<file path="src/rtl/morse_round_ctrl.sv">
// Round sequencer for the two-player morse game: code entry, guesser load, miss counting, win score.
// Optional macro ROUND_TIMER_EN adds a guess-phase timeout of TIMEOUT_CYCLES cycles.
module morse_round_ctrl #(
    parameter int unsigned MAX_MISSES     = 3,
    parameter int unsigned SCORE_W        = 8,
    parameter int unsigned TIMEOUT_CYCLES = 1000000
) (
    input  logic               clock,
    input  logic               resetn,
    input  logic               start,
    input  logic               abort,
    input  logic               p1_done,
    input  logic [9:0]         p1_value,
    input  logic [1:0]         p2_result,
    input  logic               p2_complete,
    output logic               p1_en,
    output logic               p2_en,
    output logic               guess_load_n,
    output logic [9:0]         code_q,
    output logic               code_err,
    output logic [2:0]         attempts_left,
    output logic               round_done,
    output logic               win,
    output logic               lose,
    output logic [SCORE_W-1:0] score,
    output logic [2:0]         state
);

    typedef enum logic [2:0] {
        S_IDLE     = 3'd0,
        S_P1_ENTRY = 3'd1,
        S_ARM      = 3'd2,
        S_P2_GUESS = 3'd3,
        S_WIN      = 3'd4,
        S_LOSE     = 3'd5
    } state_t;

    // Strobe semantics: p1_done, start, abort and p2_complete are level qualifiers
    // sampled on every rising clock edge in the states that honour them; there is
    // no back-pressure. guess_load_n is low for exactly the single ARM cycle.

    state_t               state_q;
    state_t               state_d;
    logic [9:0]           code_d;
    logic [2:0]           attempts_d;
    logic [SCORE_W-1:0]   score_d;
    logic                 code_err_d;
    logic                 timeout;

`ifdef ROUND_TIMER_EN
    localparam int unsigned TW = (TIMEOUT_CYCLES > 1) ? $clog2(TIMEOUT_CYCLES) : 1;
    logic [TW-1:0] timer_q;

    // Loaded during ARM so it holds TIMEOUT_CYCLES-1 on the first guess cycle.
    always_ff @(posedge clock or negedge resetn) begin
        if (!resetn) begin
            timer_q <= '0;
        end else if (state_q == S_ARM) begin
            timer_q <= TW'(TIMEOUT_CYCLES - 1);
        end else if (state_q == S_P2_GUESS && timer_q != '0) begin
            timer_q <= timer_q - 1'b1;
        end
    end

    assign timeout = (state_q == S_P2_GUESS) && (timer_q == '0);
`else
    localparam int unsigned unused_timeout_cycles = TIMEOUT_CYCLES;
    assign timeout = 1'b0;
`endif

    always_ff @(posedge clock or negedge resetn) begin
        if (!resetn) begin
            state_q       <= S_IDLE;
            code_q        <= '0;
            attempts_left <= '0;
            score         <= '0;
            code_err      <= 1'b0;
        end else begin
            state_q       <= state_d;
            code_q        <= code_d;
            attempts_left <= attempts_d;
            score         <= score_d;
            code_err      <= code_err_d;
        end
    end

    always_comb begin
        state_d    = state_q;
        code_d     = code_q;
        attempts_d = attempts_left;
        score_d    = score;
        code_err_d = 1'b0;

        if (abort) begin
            state_d = S_IDLE;
            code_d  = '0;
        end else begin
            case (state_q)
                S_IDLE, S_WIN, S_LOSE: begin
                    if (start) begin
                        state_d    = S_P1_ENTRY;
                        attempts_d = 3'(MAX_MISSES);
                        code_d     = '0;
                    end
                end
                S_P1_ENTRY: begin
                    if (p1_done) begin
                        // An all-zero code cannot be guessed, so it is refused.
                        if (p1_value != '0) begin
                            code_d  = p1_value;
                            state_d = S_ARM;
                        end else begin
                            code_err_d = 1'b1;
                        end
                    end
                end
                S_ARM: begin
                    state_d = S_P2_GUESS;
                end
                S_P2_GUESS: begin
                    if (p2_complete) begin
                        state_d = S_WIN;
                        if (score != '1) begin
                            score_d = score + 1'b1;
                        end
                    end else if (p2_result == 2'b10) begin
                        if (attempts_left > 3'd1) begin
                            attempts_d = attempts_left - 3'd1;
                        end else begin
                            attempts_d = '0;
                            state_d    = S_LOSE;
                        end
                    end else if (timeout) begin
                        state_d = S_LOSE;
                    end
                end
                default: begin
                    state_d = S_IDLE;
                end
            endcase
        end
    end

    assign state        = state_q;
    assign p1_en        = (state_q == S_P1_ENTRY);
    assign p2_en        = (state_q == S_P2_GUESS);
    assign guess_load_n = (state_q != S_ARM);
    assign win          = (state_q == S_WIN);
    assign lose         = (state_q == S_LOSE);
    assign round_done   = (state_q == S_WIN) || (state_q == S_LOSE);

endmodule

</file>
<file path="config.mk">
export PLATFORM = sky130hd
export DESIGN_NAME = morse_round_ctrl
export DESIGN_NICKNAME = d
export VERILOG_FILES = /design/src/rtl/morse_round_ctrl.sv
export SDC_FILE = /design/constraint.sdc
export NUM_CORES = 1
export LEC_CHECK = 0
export BUFFER_PORTS_ARGS = -buffer_cell sky130_fd_sc_hd__buf_2
export CORE_MARGIN = 2
export CORE_UTILIZATION = 50
export CTS_BUF_LIST = sky130_fd_sc_hd__clkbuf_16
export DETAILED_ROUTE_END_ITERATION = 16
export PLACE_DENSITY = 0.85
export SLEW_MARGIN = 15
export SYNTH_ARGS = -nofsm -noshare
export SYNTH_HDL_FRONTEND = slang
export SYNTH_SLANG_ARGS = --single-unit
</file>
<file path="constraint.sdc">
create_clock -name clock -period 5.12 [get_ports clock]
set_clock_uncertainty 0.2 [all_clocks]
set_input_delay 1.024 -clock clock [delete_from_list [all_inputs] [get_ports clock]]
set_output_delay 1.024 -clock clock [all_outputs]
set_load 0.01 [all_outputs]
</file>
==> results_tabular.tex, run 1 <==
\begin{tabular}{lr}
\hline
Metric & Value \\
\hline
\multicolumn{2}{l}{\textbf{Outcome}} \\
Status & finished clean \\
\multicolumn{2}{l}{\textbf{Setup path}} \\
Worst Setup Path Type & in2reg \\
Max Fanout on Critical Path & 10 \\
Arr. time, crit path & 2.70 ns \\
Delay contributed by the slowest stage of the critical path & 0.55 ns \\
Type of destination of the critical path & register \\
Critical path, cell by cell & buf\_2 -> or4\_1 -> o41ai\_2 -> a22o\_1 -> a22o\_1 \\
Count of buffer and inverter cells on the critical path & 1 \\
Kind of launch point of the worst setup path & input port \\
Required arrival time at the worst endpoint & 5.12 ns \\
Cell family with most CP delay & compound AO/OA/AOI/OAI gates \\
Dominant cell type by count on the critical path & sky130\_fd\_sc\_hd\_\_a22o\_1 \\
Standard cell with the maximum stage delay on the critical path & sky130\_fd\_sc\_hd\_\_or4\_1 \\
\multicolumn{2}{l}{\textbf{Detailed routing}} \\
Routed vias & 1,077 \\
Violation count after the first detailed-routing iteration & 8 \\
Post-route DRC violation count & 0 \\
Wirelength, routed & around 2.8 mm \\
Number of antenna-violating nets in the routed design & 0 \\
DR vias/cell & 5.49 \\
Per-cell routed wire length & about 14 um \\
Drt first pass iters & 4 \\
\multicolumn{2}{l}{\textbf{Placed design}} \\
Final HPWL from detailed placement & 2.10 mm \\
Routability-driven placement congestion ratio & 0.786 \\
Count of placed standard cells including taps & 192 \\
Instance area at placement & around 1500 um2 \\
Port buffer count & 48 \\
\multicolumn{2}{l}{\textbf{Logic synthesis}} \\
Synthesized flop and latch total & 25 \\
Post-synth top flop & sky130\_fd\_sc\_hd\_\_dfrtp\_1 \\
Share of async-settable or async-resettable flops after synthesis & between 90\% and 100\% \\
Number of synthesized flops with an enable pin & 0 \\
Average footprint of a synthesized cell & 10.8 um2 \\
Number of library cell types mapped by synthesis & 38 \\
Net count after synthesis & 140 \\
Total of warnings raised by yosys & 0 \\
Sequential area share after synthesis & between 40\% and 50\% \\
Synthesized instance count & 119 \\
Area share of the leading cell type in the synthesized netlist & between 40 and 50\% \\
Cell types occupying the most area after synthesis & sky130\_fd\_sc\_hd\_\_dfrtp\_1 (49\%), sky130\_fd\_sc\_hd\_\_a22o\_1 (7.5\%), sky130\_fd\_sc\_hd\_\_xor2\_1 (4.1\%) \\
Post-synthesis instance area & around 1300 um2 \\
Most area-hungry cell type in the Yosys netlist & sky130\_fd\_sc\_hd\_\_dfrtp\_1 \\
\multicolumn{2}{l}{\textbf{Global route}} \\
Global-route usage over all layers & between 20\% and 30\% \\
Vias in the first global route & roughly 1,000 \\
Remaining global-route overflow & 0 \\
Largest net degree at the start of global routing & 26 \\
Antenna violations before repair & 0 \\
Global-route wire length before repair & $\sim$4.4 mm \\
\multicolumn{2}{l}{\textbf{Timing}} \\
Final setup violation count & 0 \\
Post-Route Setup TNS & 0 ns \\
Final worst-path cycle share & 52.9\% \\
Post-Route Hold Slack & roughly 0.3 ns \\
Highest achievable clock rate & around 370 MHz \\
Worst Tran Pin Value & 0.639 ns \\
Setup repair after global routing missed its margin & false \\
Final min period & 2.71 ns \\
Count of endpoints failing hold in the final timing report & 0 \\
Fin. max-slew vios & 0 \\
Slew HR & 57.2\% \\
\multicolumn{2}{l}{\textbf{Floorplanning}} \\
Horizontal die dimension & 54.6 um \\
Die footprint & 2990 um2 \\
Effective utilization at floorplan & 52.2\% \\
Number of rows in the core area & 18 \\
Area of the core region & 2450 um2 \\
Height of the chip & 54.6 um \\
Top-level port count & 49 \\
\multicolumn{2}{l}{\textbf{Cells and area}} \\
Number of antenna repair diodes & 0 \\
Cell area after layout & 1610 um2 \\
Nets & 188 \\
Share of cells above drive strength 1 & 34.3\% \\
Number of filler cells placed in the layout & 214 \\
Number of standard cells in the layout, taps in and fillers out & 196 \\
Synthesis-to-finish area growth & 25.8\% \\
Fin util & around two thirds \\
Most frequent cells in the layout & sky130\_fd\_sc\_hd\_\_buf\_2 (48), sky130\_fd\_sc\_hd\_\_dfrtp\_1 (25), sky130\_fd\_sc\_hd\_\_a22o\_1 (11) \\
Commonest non-fill, non-tap cell in the layout & sky130\_fd\_sc\_hd\_\_buf\_2 \\
\multicolumn{2}{l}{\textbf{CTS}} \\
Worst-path clk slew & 0.06 ns \\
Sink Count & 25 \\
Count of buffers added by post-CTS timing repair for setup & 0 \\
Insertion delay of the later-clocked pin in the worst-skew pair & 0.26 ns \\
Number of buffers added to fix hold violations after cts & 0 \\
Number of buffers between clock root and the deepest sink & 2 \\
CTS tree & yes \\
Post-cts gate resize count & 0 \\
Root Buffer Master & sky130\_fd\_sc\_hd\_\_clkbuf\_16 \\
CTS H-Tree Depth & 1 \\
Number of buffers added by the clock tree synthesis step & 3 \\
\multicolumn{2}{l}{\textbf{Power}} \\
Standby leakage power & 0.889 nW \\
Maximum VDD drop & roughly 0.28 mV \\
Ratio of total power to cell area & 395 nW/um2 \\
\multicolumn{2}{l}{\textbf{Worst hold path}} \\
Type of the most critical hold path & reg2reg \\
\multicolumn{2}{l}{\textbf{Job}} \\
Maximum capacitance violations & 0 \\
\hline
\end{tabular}
## sequential cells by signal, indices dropped and copies added, names as in the netlist
name / count
state: 3
code_q: 10
score: 8
code_err: 1
attempts_left: 3
## path summary, 6_finish.rpt
check | depth (start not counted) | start | slack (ns) | to
max | 5 | p1_value[2] | 2.41 | code_q[5]
max in group asynchronous | 1 | resetn | 3.82 | code_q[5]
min reg2reg | 1 | score[6] | 0.30 | score[6]
max reg2reg | 4 | state[1] | 3.07 | attempts_left[1]
min | 1 | score[6] | 0.30 | score[6]
min in group asynchronous | 1 | resetn | 0.54 | code_q[3]
## where the power goes
part	internal [W]	total (W)	leakage, nW	switching, W
logic	0.0000924	0.000193	0.519	0.000101
clock network	0.000106	0.000176	0.0371	0.0000697
registers	0.000226	0.000268	0.333	0.0000417
total	0.000424	0.000637	0.889	0.000212
## cell type report
cell class                      instances  area, um2  area share [%]
Clock buffer                            3       75.1            4.65
Clock inverter                          1       7.51           0.465
Inverter                                8       30.0            1.86
Multi-Input combinational cell         81        597            37.0
Sequential cell                        25        626            38.8
Tap cell                               30       37.5            2.33
Timing Repair Buffer                   48        240            14.9
## synthesized netlist by cell type, drive strengths merged, types with 2 or more instances
master and count:
a21o 2, a21oi 3, a22o 11, buf 2, clkbuf 3, dfrtp 25
ha 3, inv 8, mux2 4, nand2 4, nand2b 4, nand3 4
nand3b 2, nand4 2, nor2 9, nor3 3, o21ai 2, or3 2
or4 3, xnor2 2, xor2 6
## per-stage QoR
stage	total power, W	setup WS, ns
finish	0.000637	2.41
global route	0.000683	2.32
CTS	0.000642	2.43
detailed placement	0.000465	2.17
global placement	0.000457	2.23
floorplan	0.000395	2.32
## logic make-up (layout without fill, tap and decap cells)
group	Yosys count	count (layout)	share of synthesized area [%]
xor+xnor	8	8	5.46
flops	25	25	48.8
compound gates	27	27	16.9
buf+inv	13	60	4.68
simple gates	39	39	17.8
fa+ha+maj	3	3	2.93
mux	4	4	3.51
## layer usage
metal | share of wire [%] | global-route usage, % | vias up
met2 | 51 | 35.9 | 39
met3 | 6.3 | 4.37 | 4
li1 | - | - | 519
met5 | 0 | 0 | -
met4 | 1.9 | 12.1 | 0
met1 | 41 | 24.6 | 515
Power figures use the tool's default switching activity.
==> run 2: changes to the inputs <==
--- a/config.mk
+++ b/config.mk
@@ -7,10 +7,10 @@
 export LEC_CHECK = 0
 export BUFFER_PORTS_ARGS = -buffer_cell sky130_fd_sc_hd__buf_2
 export CORE_MARGIN = 2
-export CORE_UTILIZATION = 50
+export CORE_UTILIZATION = 48
 export CTS_BUF_LIST = sky130_fd_sc_hd__clkbuf_16
 export DETAILED_ROUTE_END_ITERATION = 16
-export PLACE_DENSITY = 0.85
+export PLACE_DENSITY = 0.83
 export SLEW_MARGIN = 15
 export SYNTH_ARGS = -nofsm -noshare
 export SYNTH_HDL_FRONTEND = slang
==> constraint.sdc (replaced) <==
create_clock -name clock -period 2.65 [get_ports clock]
set_clock_uncertainty 0.2 [all_clocks]
set_input_delay 0.53 -clock clock [delete_from_list [all_inputs] [get_ports clock]]
set_output_delay 0.53 -clock clock [all_outputs]
set_load 0.01 [all_outputs]
==> results_tabular.tex, run 2 (synthesis gave the netlist of run 1 again) <==
\begin{tabular}{lr}
\hline
Metric & Value \\
\hline
\multicolumn{2}{l}{\textbf{Setup path}} \\
Reg2reg end & attempts\_left[0] \\
Required arrival time at the worst endpoint & 2.65 ns \\
Arr. time, crit path & approximately 2.2 ns \\
Start of the worst register-to-register path & state[2] \\
Max Fanout on Critical Path & 10 \\
Type of destination of the critical path & register \\
Worst Setup Path Type & in2reg \\
Launch point of the critical path & p1\_value[2] \\
Depth of the most critical reg-to-reg path & 4 \\
Endpoint of the most critical setup path & code\_q[7] \\
Reg-to-reg slack, setup & between 0.5 and 0.6 ns \\
Kind of launch point of the worst setup path & input port \\
\multicolumn{2}{l}{\textbf{Floorplanning}} \\
Top-level port count & 49 \\
Height of the chip & 55.7 um \\
Die footprint & 3100 um2 \\
Area of the core region & 2500 um2 \\
Number of rows in the core area & 18 \\
Horizontal die dimension & 55.7 um \\
Effective utilization at floorplan & between 50 and 60\% \\
\multicolumn{2}{l}{\textbf{Placed design}} \\
Instance area at placement & 1530 um2 \\
Final HPWL from detailed placement & 2.09 mm \\
Port buffer count & 48 \\
Routability-driven placement congestion ratio & 0.779 \\
\multicolumn{2}{l}{\textbf{Cells and area}} \\
Number of antenna repair diodes & 0 \\
Largest register by flop count & code\_q \\
Largest register FFs & 10 \\
Share of cells above drive strength 1 & 34.3\% \\
Cell area after layout & about 1600 um2 \\
Synthesis-to-finish area growth & 25.8\% \\
Most frequent cells in the layout & sky130\_fd\_sc\_hd\_\_buf\_2 (48), sky130\_fd\_sc\_hd\_\_dfrtp\_1 (25), sky130\_fd\_sc\_hd\_\_a22o\_1 (11) \\
Nets & 188 \\
Registers with the most flip-flops & code\_q: 10 flops, score: 8 flops \\
Commonest non-fill, non-tap cell in the layout & sky130\_fd\_sc\_hd\_\_buf\_2 \\
\multicolumn{2}{l}{\textbf{Timing}} \\
Count of endpoints failing hold in the final timing report & 0 \\
Highest achievable clock rate & 451 MHz \\
Final setup violation count & 0 \\
Fin. max-slew vios & 0 \\
Setup repair after global routing missed its margin & false \\
Worst Tran Pin Value & 0.665 ns \\
Final worst-path cycle share & 83.7\% \\
Post-Route Setup TNS & 0 ns \\
Final min period & 2.22 ns \\
Slew HR & a little under three fifths \\
\multicolumn{2}{l}{\textbf{Global route}} \\
Antenna violations before repair & 0 \\
Global-route wire length before repair & 4.75 mm \\
Vias in the first global route & 1,063 \\
Global-route usage over all layers & between 10\% and 20\% \\
Largest net degree at the start of global routing & 26 \\
Remaining global-route overflow & 0 \\
\multicolumn{2}{l}{\textbf{CTS}} \\
Insertion delay of the later-clocked pin in the worst-skew pair & 0.26 ns \\
Worst-path clk slew & 0.07 ns \\
Root Buffer Master & sky130\_fd\_sc\_hd\_\_clkbuf\_16 \\
Count of buffers added by post-CTS timing repair for setup & 0 \\
Number of buffers added to fix hold violations after cts & 0 \\
Sink Count & 25 \\
CTS tree & yes \\
CTS H-Tree Depth & 1 \\
Post-cts gate resize count & 0 \\
Number of buffers between clock root and the deepest sink & 2 \\
Number of buffers added by the clock tree synthesis step & 3 \\
\multicolumn{2}{l}{\textbf{Detailed routing}} \\
Number of antenna-violating nets in the routed design & 0 \\
Post-route DRC violation count & 0 \\
Per-cell routed wire length & 14.5 um \\
Drt first pass iters & 4 \\
Wirelength, routed & between 2 and 3 mm \\
DR vias/cell & roughly 5.6 \\
Routed vias & 1,088 \\
Violation count after the first detailed-routing iteration & 24 \\
\multicolumn{2}{l}{\textbf{Power}} \\
Ratio of total power to cell area & around 770 nW/um2 \\
Design Power & around 0.0012 W \\
Maximum VDD drop & 0.665 mV \\
Standby leakage power & 0.889 nW \\
\multicolumn{2}{l}{\textbf{Job}} \\
Maximum capacitance violations & 0 \\
\multicolumn{2}{l}{\textbf{Outcome}} \\
Status & finished clean \\
\multicolumn{2}{l}{\textbf{Worst hold path}} \\
Type of the most critical hold path & in2async \\
\hline
\end{tabular}
## run 2: cell counts in the layout (fill, tap and decap cells not counted)
No cell type changed its count.
## run 2: layout make-up
cell class	count	area [um2]
inverters	8	30.0
well taps	30	37.5
flip-flops and latches	25	626
fillers	207	887
repair buffers	48	240
clock inverters	1	7.51
multi-input cells	81	597
clock buffers	3	75.1
## run 2: metrics by stage
| stage | instances | util, % | setup WS, ns | hold slack, ns |
|---|---|---|---|---|
| final | 196 | 64.5 | 0.433 | 0.0494 |
| after global routing | 196 | 64.5 | 0.362 | 0.102 |
| after CTS | 196 | 64.5 | 0.456 | 0.0695 |
| after detailed placement | 192 | 61.2 | 0.211 | 0.277 |
| after global placement | 192 | 61.2 | 0.239 | 0.277 |
| after floorplan | 119 | - | 0.340 | 0.0344 |
## run 2: how the worst min path moves through the flow
stage / startpoint / end / slack (ns)
after floorplan: resetn / attempts_left[0] / 0.03
after global placement: score[6] / score[6] / 0.28
after detailed placement: score[6] / score[6] / 0.28
after CTS: resetn / code_q[8] / 0.07
after global routing: resetn / code_q[8] / 0.10
final: resetn / code_q[5] / 0.05
## run 2: report_power, final
group | switching, W | total (W) | internal [W]
registers | 0.0000800 | 0.000517 | 0.000437
clock network | 0.000134 | 0.000339 | 0.000205
logic | 0.000203 | 0.000383 | 0.000180
total | 0.000417 | 0.00124 | 0.000821
## run 2: metal layers
layer / track usage, % / routed length (um)
met1: 23.2 / 1200
met2: 32.0 / 1420
met3: 6.51 / 190
met4: 6.97 / 25
met5: 0 / 0
## run 2: worst max-delay path, stage by stage
cell	delay [ns]
sky130_fd_sc_hd__buf_2	0.11
sky130_fd_sc_hd__or4_1	0.56
sky130_fd_sc_hd__o41ai_2	0.38
sky130_fd_sc_hd__a22o_1	0.42
sky130_fd_sc_hd__a22o_1	0.22
